`config.mk`:
```
export PLATFORM = sky130hd
export DESIGN_NAME = lcd1602_sequencer
export DESIGN_NICKNAME = d
export VERILOG_FILES = /design/src/rtl/lcd1602_sequencer.sv
export SDC_FILE = /design/constraint.sdc
export NUM_CORES = 1
export LEC_CHECK = 0
export ABC_AREA = 1
export CAP_MARGIN = 0
export CORE_ASPECT_RATIO = 0.9
export CORE_MARGIN = 2
export CORE_UTILIZATION = 45
export CTS_BUF_LIST = sky130_fd_sc_hd__clkbuf_8 sky130_fd_sc_hd__clkbuf_16
export CTS_CLUSTER_SIZE = 14
export DETAILED_ROUTE_END_ITERATION = 8
export SETUP_SLACK_MARGIN = 0.2
export SLEW_MARGIN = 20
export SYNTH_ARGS = -nofsm -noshare
export SYNTH_HDL_FRONTEND = slang
export SYNTH_SLANG_ARGS = --single-unit
```
`constraint.sdc`:
```
create_clock -name in_clock -period 2.3 [get_ports in_clock]
set_input_delay 0.575 -clock in_clock [delete_from_list [all_inputs] [get_ports in_clock]]
set_output_delay 0.575 -clock in_clock [all_outputs]
set_load 0.02 [all_outputs]
```
`src/rtl/lcd1602_sequencer.sv`:
```
// lcd1602_sequencer: autonomous HD44780/LCD1602 write sequencer fed by a small byte FIFO.
// Ports: in_clock/rst (async active-low); wr_req/wr_rs/wr_data push one byte per strobe;
//   clr_ovf clears the sticky overflow flag; fifo_level/busy/overflow/init_done report status;
//   lcd_e/lcd_rs/lcd_rw/lcd_d drive the panel (write-only, lcd_rw tied low).

// Generic FIFO: DEPTH words of W bits, pointers wrap modulo DEPTH, registered level.
// Latency: a pushed word is at the head (and counted in level) the cycle after the push.
// Backpressure: push_rdy low when full unless a pop is accepted in the same cycle.
module lcd1602_fifo #(
    parameter int W     = 9,
    parameter int DEPTH = 4
) (
    input  logic                   in_clock,
    input  logic                   rst,
    input  logic                   push_vld,
    output logic                   push_rdy,
    input  logic [W-1:0]           push_dat,
    input  logic                   pop_vld,
    output logic                   pop_rdy,
    output logic [W-1:0]           head_dat,
    output logic [$clog2(DEPTH):0] level
);
    localparam int AW = $clog2(DEPTH);
    localparam int LW = AW + 1;

    logic [AW-1:0] wr_ptr_q, wr_ptr_d;
    logic [AW-1:0] rd_ptr_q, rd_ptr_d;
    logic [LW-1:0] level_q, level_d;
    logic [W-1:0]  mem_q [DEPTH];
    logic [W-1:0]  mem_d [DEPTH];
    logic          push_acc;
    logic          pop_acc;

    assign pop_rdy  = (level_q != '0);
    assign pop_acc  = pop_vld && pop_rdy;
    // When full, the slot being read this cycle is the one the write lands in.
    assign push_rdy = (level_q != LW'(DEPTH)) || pop_acc;
    assign push_acc = push_vld && push_rdy;
    assign head_dat = mem_q[rd_ptr_q];
    assign level    = level_q;

    always_comb begin
        mem_d    = mem_q;
        wr_ptr_d = wr_ptr_q;
        rd_ptr_d = rd_ptr_q;
        level_d  = level_q;
        if (push_acc) begin
            mem_d[wr_ptr_q] = push_dat;
            wr_ptr_d        = wr_ptr_q + 1'b1;
        end
        if (pop_acc) begin
            rd_ptr_d = rd_ptr_q + 1'b1;
        end
        case ({push_acc, pop_acc})
            2'b10:   level_d = level_q + 1'b1;
            2'b01:   level_d = level_q - 1'b1;
            default: level_d = level_q;
        endcase
    end

    always_ff @(posedge in_clock or negedge rst) begin
        if (!rst) begin
            wr_ptr_q <= '0;
            rd_ptr_q <= '0;
            level_q  <= '0;
        end else begin
            wr_ptr_q <= wr_ptr_d;
            rd_ptr_q <= rd_ptr_d;
            level_q  <= level_d;
        end
    end

    // Storage needs no reset: nothing is read before the pointers say it was written.
    always_ff @(posedge in_clock) begin
        mem_q <= mem_d;
    end
endmodule

// LCD1602 sequencer: power-on init, then drains FIFO bytes as timed RS/E/D write cycles.
// Latency: popped byte on RS/D next cycle, E rises T_SU later, next pop after T_EH+T_HOLD+exec wait.
// Backpressure: none toward the CPU; pushes to a full FIFO are dropped and flagged in overflow.
module lcd1602_sequencer #(
    parameter int DEPTH       = 4,
    parameter int T_SU        = 2,
    parameter int T_EH        = 12,
    parameter int T_HOLD      = 2,
    parameter int T_EXEC      = 888,
    parameter int T_EXEC_LONG = 36480,
    parameter int T_PWRUP     = 960000,
    parameter bit INIT_EN     = 1'b1,
    parameter int CW          = 20
) (
    input  logic                   in_clock,
    input  logic                   rst,
    input  logic                   wr_req,
    input  logic                   wr_rs,
    input  logic [7:0]             wr_data,
    input  logic                   clr_ovf,
    output logic [$clog2(DEPTH):0] fifo_level,
    output logic                   busy,
    output logic                   overflow,
    output logic                   init_done,
    output logic                   lcd_e,
    output logic                   lcd_rs,
    output logic                   lcd_rw,
    output logic [7:0]             lcd_d
);
    typedef struct packed {
        logic       rs;
        logic [7:0] dat;
    } lcd_entry_t;

    // The init-load step is folded into the exit of PWRUP/EXEC, so an init byte
    // reaches RS/D on the same edge its preceding wait expires.
    typedef enum logic [2:0] {
        ST_PWRUP,
        ST_IDLE,
        ST_SETUP,
        ST_E_HIGH,
        ST_HOLD,
        ST_EXEC
    } state_t;

    localparam state_t         ST_RESET  = INIT_EN ? ST_PWRUP : ST_IDLE;
    localparam logic [CW-1:0]  CNT_PWRUP = CW'(T_PWRUP - 1);
    localparam logic [CW-1:0]  CNT_SU    = CW'(T_SU - 1);
    localparam logic [CW-1:0]  CNT_EH    = CW'(T_EH - 1);
    localparam logic [CW-1:0]  CNT_HOLD  = CW'(T_HOLD - 1);
    localparam logic [CW-1:0]  CNT_EXEC  = CW'(T_EXEC - 1);
    localparam logic [CW-1:0]  CNT_LONG  = CW'(T_EXEC_LONG - 1);
    localparam logic [2:0]     INIT_LEN  = 3'd6;

    function automatic logic [7:0] init_byte(input logic [2:0] idx);
        case (idx)
            3'd0, 3'd1, 3'd2: init_byte = 8'h38;  // function set, 8-bit, 2 lines
            3'd3:             init_byte = 8'h0C;  // display on, cursor off
            3'd4:             init_byte = 8'h01;  // clear
            default:          init_byte = 8'h06;  // entry mode, increment
        endcase
    endfunction

    state_t        state_q, state_d;
    logic [CW-1:0] cnt_q, cnt_d;
    logic          rs_q, rs_d;
    logic [7:0]    d_q, d_d;
    logic          e_q, e_d;
    logic [2:0]    init_idx_q, init_idx_d;
    logic          init_done_q, init_done_d;
    logic          ovf_q, ovf_d;

    lcd_entry_t    wr_entry;
    lcd_entry_t    head;
    logic          head_vld;
    logic          pop_vld;
    logic          push_rdy;
    logic          load_init;
    logic          exec_long;

    assign wr_entry = '{rs: wr_rs, dat: wr_data};

    lcd1602_fifo #(
        .W     ($bits(lcd_entry_t)),
        .DEPTH (DEPTH)
    ) u_fifo (
        .in_clock (in_clock),
        .rst      (rst),
        .push_vld (wr_req),
        .push_rdy (push_rdy),
        .push_dat (wr_entry),
        .pop_vld  (pop_vld),
        .pop_rdy  (head_vld),
        .head_dat (head),
        .level    (fifo_level)
    );

    // Clear and return-home need the long execution time.
    assign exec_long = !rs_q && (d_q inside {[8'h01:8'h03]});

    always_comb begin
        state_d     = state_q;
        cnt_d       = cnt_q;
        rs_d        = rs_q;
        d_d         = d_q;
        init_idx_d  = init_idx_q;
        init_done_d = init_done_q;
        pop_vld     = 1'b0;
        load_init   = 1'b0;

        case (state_q)
            ST_PWRUP: begin
                if (cnt_q == '0) load_init = 1'b1;
                else             cnt_d     = cnt_q - 1'b1;
            end
            ST_IDLE: begin
                if (head_vld) begin
                    pop_vld = 1'b1;
                    rs_d    = head.rs;
                    d_d     = head.dat;
                    state_d = ST_SETUP;
                    cnt_d   = CNT_SU;
                end
            end
            ST_SETUP: begin
                if (cnt_q == '0) begin
                    state_d = ST_E_HIGH;
                    cnt_d   = CNT_EH;
                end else begin
                    cnt_d = cnt_q - 1'b1;
                end
            end
            ST_E_HIGH: begin
                if (cnt_q == '0) begin
                    state_d = ST_HOLD;
                    cnt_d   = CNT_HOLD;
                end else begin
                    cnt_d = cnt_q - 1'b1;
                end
            end
            ST_HOLD: begin
                if (cnt_q == '0) begin
                    state_d = ST_EXEC;
                    cnt_d   = exec_long ? CNT_LONG : CNT_EXEC;
                end else begin
                    cnt_d = cnt_q - 1'b1;
                end
            end
            ST_EXEC: begin
                if (cnt_q != '0) begin
                    cnt_d = cnt_q - 1'b1;
                end else if (init_done_q) begin
                    state_d = ST_IDLE;
                end else if (init_idx_q == INIT_LEN) begin
                    init_done_d = 1'b1;
                    state_d     = ST_IDLE;
                end else begin
                    load_init = 1'b1;
                end
            end
            default: state_d = ST_IDLE;
        endcase

        if (load_init) begin
            rs_d       = 1'b0;
            d_d        = init_byte(init_idx_q);
            init_idx_d = init_idx_q + 1'b1;
            state_d    = ST_SETUP;
            cnt_d      = CNT_SU;
        end
    end

    // E is a flop so the pin is glitch-free and drops with the async reset.
    assign e_d   = (state_d == ST_E_HIGH);
    // A drop in the same cycle as clr_ovf wins, so no overflow is ever lost.
    assign ovf_d = (wr_req && !push_rdy) ? 1'b1 : (clr_ovf ? 1'b0 : ovf_q);

    always_ff @(posedge in_clock or negedge rst) begin
        if (!rst) begin
            state_q     <= ST_RESET;
            cnt_q       <= INIT_EN ? CNT_PWRUP : '0;
            rs_q        <= 1'b0;
            d_q         <= 8'h00;
            e_q         <= 1'b0;
            init_idx_q  <= 3'd0;
            init_done_q <= !INIT_EN;
            ovf_q       <= 1'b0;
        end else begin
            state_q     <= state_d;
            cnt_q       <= cnt_d;
            rs_q        <= rs_d;
            d_q         <= d_d;
            e_q         <= e_d;
            init_idx_q  <= init_idx_d;
            init_done_q <= init_done_d;
            ovf_q       <= ovf_d;
        end
    end

    assign busy      = (state_q != ST_IDLE) || head_vld;
    assign overflow  = ovf_q;
    assign init_done = init_done_q;
    assign lcd_e     = e_q;
    assign lcd_rs    = rs_q;
    assign lcd_rw    = 1'b0;
    assign lcd_d     = d_q;
endmodule
```
==> results of run 1 <==
## through the flow
| stage | instances | power (mW) |
|---|---|---|
| 2_1_floorplan | 432 | 1.55 |
| 3_3_place_gp | 583 | 1.60 |
| 3_5_place_dp | 583 | 1.60 |
| 4_1_cts | 600 | 2.65 |
| 5_1_grt | 602 | 2.72 |
| 6_report | 602 | 2.62 |
## path summary, 6_finish.rpt
path	start	slack, ns	to	depth (start not counted)
max	u_fifo.level[0]$_DFFE_PN0P_	0.31	fifo_level[0]	1
min	rst	0.18	state_q[0]$_DFF_PN0_	1
max reg2reg	state_q[1]$_DFF_PN0_	0.33	u_fifo.level[2]$_DFFE_PN0P_	9
min reg2reg	cnt_q[0]$_DFFE_PN1P_	0.49	cnt_q[0]$_DFFE_PN1P_	2
max in group asynchronous	rst	1.52	cnt_q[17]$_DFFE_PN1P_	2
min in group in_clock	cnt_q[0]$_DFFE_PN1P_	0.49	cnt_q[0]$_DFFE_PN1P_	2
## placed cells by master, fill, tap and decap left out, types with 8 or more instances in the layout
master / n
edfxtp_1: 36
nor2_1: 56
nand3_1: 22
ha_1: 11
a21oi_1: 8
clkbuf_8: 9
dfrtp_1: 30
o22ai_1: 12
inv_1: 42
xor2_1: 13
o21ai_0: 29
nand2_2: 8
dfstp_2: 15
buf_4: 9
clkdlybuf4s50_1: 26
nand2_1: 85
## layout make-up
type                    count  area share
well taps                 122      0.0317
inverters                  48      0.0374
repair buffers             39      0.0785
clock buffers               9      0.0257
clock inverters             7      0.0158
flip-flops and latches     81       0.462
multi-input cells         296       0.349
## report_power, final
part / total [mW] / switching (mW) / internal [mW]
Sequential: 1.51 / 0.000569 / 1.51
Clock: 1.05 / 0.618 / 0.436
Combinational: 0.0530 / 0.0299 / 0.0231
Total: 2.62 / 0.648 / 1.97
## repair_timing
action / in CTS / in global routing
buffers inserted: 1 / 2
pin swaps: 0 / 1
endpoints found under the setup margin: 1 / 19
resized for setup: 2 / 3
## registers in the layout, indices dropped and copies added, names as in the netlist
register and flops:
overflow 1, init_idx_q 3, init_done 1, u_fifo.mem_q 36, lcd_e 1, u_fifo.wr_ptr_q 2, u_fifo.level 3, u_fifo.rd_ptr_q 2
state_q 3, lcd_d 8, cnt_q 20, lcd_rs 1
## metal layers
metal  vias up  GRT usage  wire length, microns
met5         -          0                     0
met4         0     0.0622                    40
met3         2     0.0393                   363
met2        60      0.310                  4180
met1      1437      0.272                  4460
li1       1522          -                     -
## kinds of logic after synthesis
logic type | after synthesis
adders and majority gates | 12
and+or+nand+nor | 202
buffers and inverters | 55
xor gates and xnor gates | 16
other | 1
AOI/OAI and AO/OA | 65
DFF | 81
==> flow_summary_export.csv, run 1 <==
group,metric,value,unit
run_status,status,"completed",
sta,skew,0.0102,ns
synthesis,synthFlopType,"edfxtp_1",
floorplanning,die_x,105,microns
synthesis,synth.cell_area,0.00411,sq mm
routing,drc,0,
sta,worst_pin_slew,0.520,ns
global_route,first_global_vias,2873,
sta,maxSlewViolCount,0,
synthesis,synth_compound_area_frac,0.0919,
floorplanning,dieArea,0.00992,sq mm
routing,detailroute.via_count,3021,
synthesis,synth-seq-cells,81,
synthesis,postSynthCellCount,432,
floorplanning,start_util,0.457,
cells_and_area,diodes,0,
sta,relSlewSlack,0.654,
worst_setup_path,arrival,1.41,ns
place,place_area,0.00457,sq mm
worst_setup_path,worstPathCellList,"clkdlybuf4s50_1",
worst_setup_path,cp_max_fo,4,
sta,hold_viol,0,
cells_and_area,areaGrowthSynthToFinish,17.1,%
sta,setup-tns-final,0,ns
synthesis,yosysMostFrequentCell,"nand2_1",
routing,drt-total-wl,9040,microns
clock_network,cts_hold_buf,0,
min_path,hp-class,"input port to async pin",
synthesis,synth-xor-area-share,0.0341,
clock_network,cts.sinks,81,
clock_network,cts-root-buf,"clkbuf_8",
place,gp_congestion,0.826,
clock_network,cts_buffers,9,
sta,period_needed,1.99,ns
routing,viasPerCell,5.02,
floorplanning,core,0.00900,sq mm
worst_setup_path,cp.required,1.73,ns
synthesis,synth_top_family_by_area,"simple AND/OR/NAND/NOR gates",
clock_network,cts_tree,"built",
synthesis,avgSynthCellArea,9.52,sq um
worst_setup_path,critical_path.top_delay_family,"buffers and inverters",
global_route,grt_pass1_wl,14900,microns
global_route,grt_max_degree,26,
place,dp_slack,0.0341,ns
synthesis,syn_nets,457,
synthesis,yosys.area_share.simple,0.240,
synthesis,synthAdderAreaFrac,0.0383,
worst_setup_path,slowest_delay,0.63,ns
worst_setup_path,worstSetupStartpointType,"register",
cells_and_area,regArea,0.00223,sq mm
place,place_hpwl,6320,microns
sta,fmax,503,MHz
synthesis,synth.cells.most_frequent,"85 x nand2_1, 56 x nor2_1, 42 x inv_1",
run,maxCapViolCount,0,
synthesis,ys_seq_area_frac,0.541,
cells_and_area,post-route-util,0.535,
clock_network,cts_buffer_depth,2,
clock_network,clk_latency,0.36,ns
worst_setup_path,crit_buf_inv,1,
sta,hold_ws,0.184,ns
global_route,antenna_found_initial,0,
synthesis,synth_top_area_cell,"edfxtp_1",
floorplanning,ios,30,
global_route,grt_use_total,0.195,
clock_network,cts-htree-levels,3,
synthesis,netlist_top_cells_area,"edfxtp_1 26%, dfrtp_1 18%, dfstp_2 9.6%, nand2_1 7.8%, nor2_1 5.1%",
routing,drt-pass1-iter-count,5,
clock_network,path_clk_slew,0.10,ns
floorplanning,die_h,94.7,microns
sta,fin_crit_sh,0.864,
power,p_leak,2.07,nW
power,p_per_area,544,mW/mm^2
global_route,grt-ovfl-total,0,
cells_and_area,multi_input_area,0.00168,sq mm
synthesis,yosysUniqueCellTypes,40,
worst_setup_path,end_kind,"primary output",
routing,ant_nets,0,
synthesis,yosys_warnings,0,
routing,wl_per_cell,15.0,microns
synthesis,yosysTopAreaCellShare,0.263,
worst_setup_path,path_class,"register to primary output",
worst_setup_path,cp_slowest_cell,"clkdlybuf4s50_1",
sta,setup_ws,0.313,ns
cells_and_area,layout-drive-gt1-share,0.165,
cells_and_area,final_area,0.00482,sq mm
power,vdd_drop_max,364,uV
routing,drt_iter0_drc,149,
sta,setup_viol,0,
synthesis,muxShareOfSynthArea,0,
place,io_buffers,28,
cells_and_area,fillers,857,
synthesis,synth_edf_count,36,
synthesis,synthArstFlopShare,0.556,
floorplanning,rows,33,
cells_and_area,nets,500,
sta,rsz0062_at_grt,"no",
No activity file was read; power rests on OpenSTA's default activity.
==> run 2, diff against run 1 <==
- REMOVE_ABC_BUFFERS: not set -> 1
==> run 2 against run 1 <==
Compared with the run above: clock-buffer cell count is the same; register-to-register slack better by 0.05 ns; setup slack got worse by 0.059 ns; maximum frequency decreased by 2.9%; largest cell class unchanged.
==> flow_summary_export.csv, run 2 (synthesis gave the netlist of run 1 again) <==
group,metric,value,unit
run_status,status,"completed",
worst_setup_path,cp_slowest_cell,"dfrtp_1",
clock_network,cts_hold_buf,0,
worst_setup_path,worstPathCellList,"inv_1, nand3_4, inv_2, nand2_2, dlygate4sd2_1",
worst_setup_path,slowest_delay,0.41,ns
worst_setup_path,worstSetupStartpointType,"register",
cells_and_area,nets,501,
cells_and_area,final_common_cell,"nand2_1",
worst_setup_path,arrival,1.47,ns
floorplanning,ios,30,
global_route,grt_use_total,0.185,
power,total_power,2.57,mW
sta,setup_viol,0,
worst_setup_path,cp.required,1.73,ns
power,comb_power_share,0.020,
cells_and_area,diodes,0,
power,swShare,0.240,
global_route,first_global_vias,2882,
global_route,grt_max_degree,25,
floorplanning,die_x,105,microns
cells_and_area,layout_common_cells,"85 x nand2_1, 56 x nor2_1, 41 x inv_1",
worst_setup_path,cp_max_fo,4,
clock_network,cts_tree,"built",
routing,ant_nets,0,
power,power_frac_seq,0.590,
floorplanning,start_util,0.457,
routing,drt-total-wl,8280,microns
place,io_buffers,28,
floorplanning,die_h,94.7,microns
power,vdd_drop_max,473,uV
sta,period_needed,2.05,ns
run,maxCapViolCount,0,
clock_network,clk_latency,0.36,ns
sta,maxSlewViolCount,0,
worst_setup_path,end_kind,"primary output",
floorplanning,core,0.00900,sq mm
worst_setup_path,path_class,"register to primary output",
routing,drt_iter0_drc,96,
floorplanning,dieArea,0.00992,sq mm
sta,fmax,489,MHz
routing,drt-pass1-iter-count,4,
global_route,grt-ovfl-total,0,
sta,worst_pin_slew,0.528,ns
clock_network,cts-root-buf,"clkbuf_8",
clock_network,cts_buffer_depth,2,
clock_network,path_clk_slew,0.09,ns
cells_and_area,largest-register,"u_fifo.mem_q",
cells_and_area,areaGrowthSynthToFinish,16.9,%
clock_network,cts-htree-levels,3,
sta,fin_crit_sh,0.890,
cells_and_area,fillers,877,
power,p_per_area,534,mW/mm^2
place,place_hpwl,5970,microns
global_route,antenna_found_initial,0,
cells_and_area,layout-drive-gt1-share,0.166,
routing,drc,0,
power,internal_power,1.95,mW
routing,viasPerCell,5.04,
clock_network,cts_buffers,9,
sta,relSlewSlack,0.648,
power,p_switching,0.617,mW
sta,skew,0.0119,ns
routing,wl_per_cell,13.7,microns
routing,detailroute.via_count,3041,
floorplanning,rows,33,
sta,rsz0062_at_grt,"yes",
sta,hold_viol,0,
sta,setup-tns-final,0,ns
place,gp_congestion,0.819,
cells_and_area,largest_reg_flops,36,
power,clkPwrFrac,0.390,
global_route,grt_pass1_wl,14200,microns
min_path,hp-class,"input port to async pin",
clock_network,cts.sinks,81,
power,p_leak,2.06,nW
==> run 2: worst max-delay path, delay by kind of cell, from the launching register on <==
kind	cells	cell delay, ns
buffers and inverters	3	0.53
DFF	1	0.41
and+or+nand+nor	2	0.17
==> run 2: worst paths after layout <==
kind	from	endpoint	slack [ns]	depth (start not counted)
max	state_q[1]$_DFF_PN0_	busy	0.25	5
min	rst	u_fifo.level[0]$_DFFE_PN0P_	0.19	1
max reg2reg	init_idx_q[0]$_DFFE_PN0N_	cnt_q[11]$_DFFE_PN0P_	0.38	10
min reg2reg	cnt_q[0]$_DFFE_PN1P_	cnt_q[0]$_DFFE_PN1P_	0.49	2
max in group asynchronous	rst	cnt_q[10]$_DFFE_PN1P_	1.51	2
min in group in_clock	cnt_q[0]$_DFFE_PN1P_	cnt_q[0]$_DFFE_PN1P_	0.49	2
==> run 2: what timing repair did <==
action	4_1_cts	5_1_grt
resized for setup	1	4
endpoints found under the setup margin	1	8
pin swaps	0	1
setup buffers	1	3
==> run 2: through the flow <==
step                instance area [sq um]  std cells  worst slack [ns]  utilization  hold WS, ns
floorplan                            4070        425             0.253            -        0.279
global placement                     4570        583             0.109        0.508        0.475
detailed placement                   4570        583            0.0880        0.508        0.478
CTS                                  4760        600             0.200        0.529        0.184
global route                         4810        603             0.163        0.534        0.203
finish                               4810        603             0.254        0.534        0.187
==> run 2: cell type report <==
class | count | area [sq um] | area share
sequential | 81 | 2230 | 0.463
tap | 122 | 153 | 0.0318
multi-input combinational | 296 | 1690 | 0.351
clock buffer | 9 | 124 | 0.0258
timing repair buffer | 40 | 377 | 0.0783
inverter | 48 | 180 | 0.0375
clock inverter | 7 | 61.3 | 0.0128
==> run 2: power groups by stage <==
stage	Combinational [mW]	Sequential [mW]	Clock, mW
detailed placement	0.0537	1.54	0
finish	0.0523	1.51	1.00
CTS	0.0538	1.51	1.03
floorplan	0.00258	1.55	0
global route	0.0593	1.51	1.10
global placement	0.0524	1.54	0
==> run 2: per-layer routing <==
metal  routed length, microns  global-route usage  share of wire  up-vias
met1                     3690               0.226           0.45     1472
met2                     4200               0.322           0.51       47
li1                         -                   -              -     1512
met4                      114              0.0556          0.014        0
met3                      275              0.0518          0.033       10
met5                        0                   0              0        -
==> run 3, diff against run 2 <==
- CTS_CLUSTER_SIZE: 14 -> 8
- SYNTH_HIERARCHICAL: not set -> 1
- clock period: 2.3 -> 2.64 ns (I/O delays scaled with it)
==> run 3 against run 2 <==
Compared with the run above: total power increased by 13%; setup slack improved by 0.12 ns; sequential cell count unchanged; first-iteration DRC count increased by 64%; cell count increased by 12%; sequential share of layout area decreased by 2.4 points; register-to-register slack about the same.
==> flow_summary_export.csv, run 3 <==
group,metric,value,unit
synthesis,ys_seq_area_frac,0.499,
power,vdd_drop_max,363,uV
place,gp_congestion,0.921,
sta,fin_crit_sh,0.859,
sta,hold_ws,0.377,ns
routing,detailroute.via_count,3319,
sta,relSlewSlack,0.436,
clock_network,cts_tree,"built",
global_route,grt_max_degree,46,
cells_and_area,post-route-util,0.525,
worst_setup_path,crit_path_start,"cnt_q[0]$_DFFE_PN1P_",
min_path,hp-class,"input port to async pin",
worst_setup_path,path_class,"register to register",
power,p_leak,2.30,nW
sta,maxSlewViolCount,0,
clock_network,cts-root-buf,"clkbuf_8",
cells_and_area,post_layout_nonfiller_instances,678,
routing,drt_iter0_drc,157,
clock_network,cts.sinks,81,
synthesis,synth_top_area_cell,"edfxtp_1",
place,place_area,0.00484,sq mm
clock_network,cts_hold_buf,0,
routing,ant_nets,0,
sta,period_needed,2.27,ns
power,p_per_area,572,mW/mm^2
run,maxCapViolCount,0,
routing,viasPerCell,4.90,
synthesis,yosysUniqueCellTypes,38,
worst_setup_path,cp.required,2.94,ns
cells_and_area,nets,572,
floorplanning,rows,34,
routing,wl_per_cell,13.6,microns
clock_network,clk_latency,0.36,ns
place,io_buffers,28,
routing,drc,0,
synthesis,postSynthCellCount,508,
synthesis,synth-seq-cells,81,
sta,setup_viol,0,
worst_setup_path,worstReg2RegStart,"cnt_q[0]$_DFFE_PN1P_",
synthesis,synthArstFlopShare,0.556,
cells_and_area,layout-drive-gt1-share,0.168,
cells_and_area,largest_reg_flops,36,
run_status,status,"completed",
synthesis,netlist_top_cells_area,"edfxtp_1 24%, dfrtp_1 17%, nand2_1 11%, dfstp_2 8.8%, inv_1 5.5%",
sta,hold_viol,0,
sta,skew,0.0161,ns
sta,rsz0062_at_grt,"no",
clock_network,cts-htree-levels,3,
place,place_hpwl,6610,microns
sta,setup-tns-final,0,ns
synthesis,yosys_warnings,6,
global_route,grt_use_total,0.188,
routing,drt-total-wl,9250,microns
synthesis,synthFlopType,"edfxtp_1",
synthesis,synth_edf_count,36,
global_route,first_global_vias,3216,
sta,fmax,441,MHz
sta,worst_pin_slew,0.846,ns
synthesis,yosysMostFrequentCell,"nand2_1",
cells_and_area,largest-register,"u_fifo/mem_q",
sta,setup_ws,0.372,ns
worst_setup_path,end_kind,"register",
floorplanning,core,0.00966,sq mm
worst_setup_path,cp_max_fo,8,
floorplanning,ios,30,
global_route,grt_pass1_wl,15600,microns
floorplanning,start_util,0.462,
global_route,antenna_found_initial,0,
cells_and_area,layout_common_cells,"130 x nand2_1, 64 x inv_1, 63 x nor2_1",
power,total_power,2.90,mW
cells_and_area,final_common_cell,"nand2_1",
place,dp_cells,658,
clock_network,cts_buffer_depth,2,
synthesis,synth.cells.most_frequent,"131 x nand2_1, 65 x inv_1, 65 x nor2_1",
global_route,grt-ovfl-total,0,
synthesis,avgSynthCellArea,8.78,sq um
floorplanning,die_x,109,microns
worst_setup_path,worstSetupStartpointType,"register",
clock_network,cts_buffers,9,
floorplanning,dieArea,0.0107,sq mm
synthesis,synth.cell_area,0.00446,sq mm
routing,drt-pass1-iter-count,4,
cells_and_area,final_area,0.00507,sq mm
cells_and_area,diodes,0,
clock_network,path_clk_slew,0.10,ns
floorplanning,die_h,98.5,microns
place,dp_slack,0.257,ns
synthesis,yosysTopAreaCellShare,0.242,
cells_and_area,areaGrowthSynthToFinish,13.6,%
worst_setup_path,arrival,2.56,ns
==> run 3: changes by cell type after synthesis, moves of 6 or more <==
cell / change
o21ai_0: -9
nand3_1: +6
o22ai_1: -11
nand3_2: +6
inv_1: +23
o211ai_2: +9
nand2_1: +46
nor2_1: +9
==> run 3: path summary, 6_finish.rpt <==
| kind | to | slack (ns) | depth (start not counted) |
|---|---|---|---|
| min | init_idx_q[0]$_DFFE_PN0N_ | 0.38 | 2 |
| min in group in_clock | cnt_q[0]$_DFFE_PN1P_ | 0.48 | 2 |
| min reg2reg | cnt_q[0]$_DFFE_PN1P_ | 0.48 | 2 |
| max | cnt_q[5]$_DFFE_PN1P_ | 0.37 | 9 |
| max in group asynchronous | cnt_q[19]$_DFFE_PN1P_ | 1.84 | 2 |
| max reg2reg | cnt_q[5]$_DFFE_PN1P_ | 0.37 | 9 |
==> run 3: report_power, final <==
group | internal, mW | switching (mW)
Clock | 0.360 | 0.509
Sequential | 1.48 | 0.0669
Combinational | 0.186 | 0.298
Total | 2.03 | 0.874
==> run 3: what timing repair did <==
action,in CTS,in global routing
cloned,0,0
pin swaps,0,2
setup buffers,0,4
gates resized for setup,1,5
setup endpoints to repair,1,4
==> run 3: cell families (layout without fill, tap and decap cells) <==
family | Yosys count | after routing | synth area share
simple gates | 264 | 264 | 0.272
flops | 81 | 81 | 0.499
buf+inv | 83 | 127 | 0.0847
compound gates | 55 | 55 | 0.0842
other cells | 1 | 1 | 0.000841
xor+xnor | 12 | 12 | 0.0236
fa+ha+maj | 12 | 12 | 0.0353
==> run 3: area by class of cell <==
class	instances	area (sq um)
Clock inverter	7	60.1
Timing Repair Buffer	40	364
Sequential cell	81	2230
Tap cell	126	158
Multi-Input combinational cell	344	1870
Clock buffer	9	124
Inverter	71	267
Fill cell	891	4590
==> run 3: routing by layer <==
metal,share of wire,global-route usage
met3,0.043,0.0403
met1,0.50,0.271
met2,0.45,0.289
met4,0.0049,0.0483
met5,0,0
==> run 3: worst max-delay path: stages (launching register included) <==
cell	delay, ns
dfstp_2	0.55
inv_1	0.09
ha_1	0.26
nand2_2	0.16
nor2_8	0.07
nand3_4	0.13
inv_1	0.14
a21oi_1	0.53
nand3_1	0.16
o21ai_1	0.11
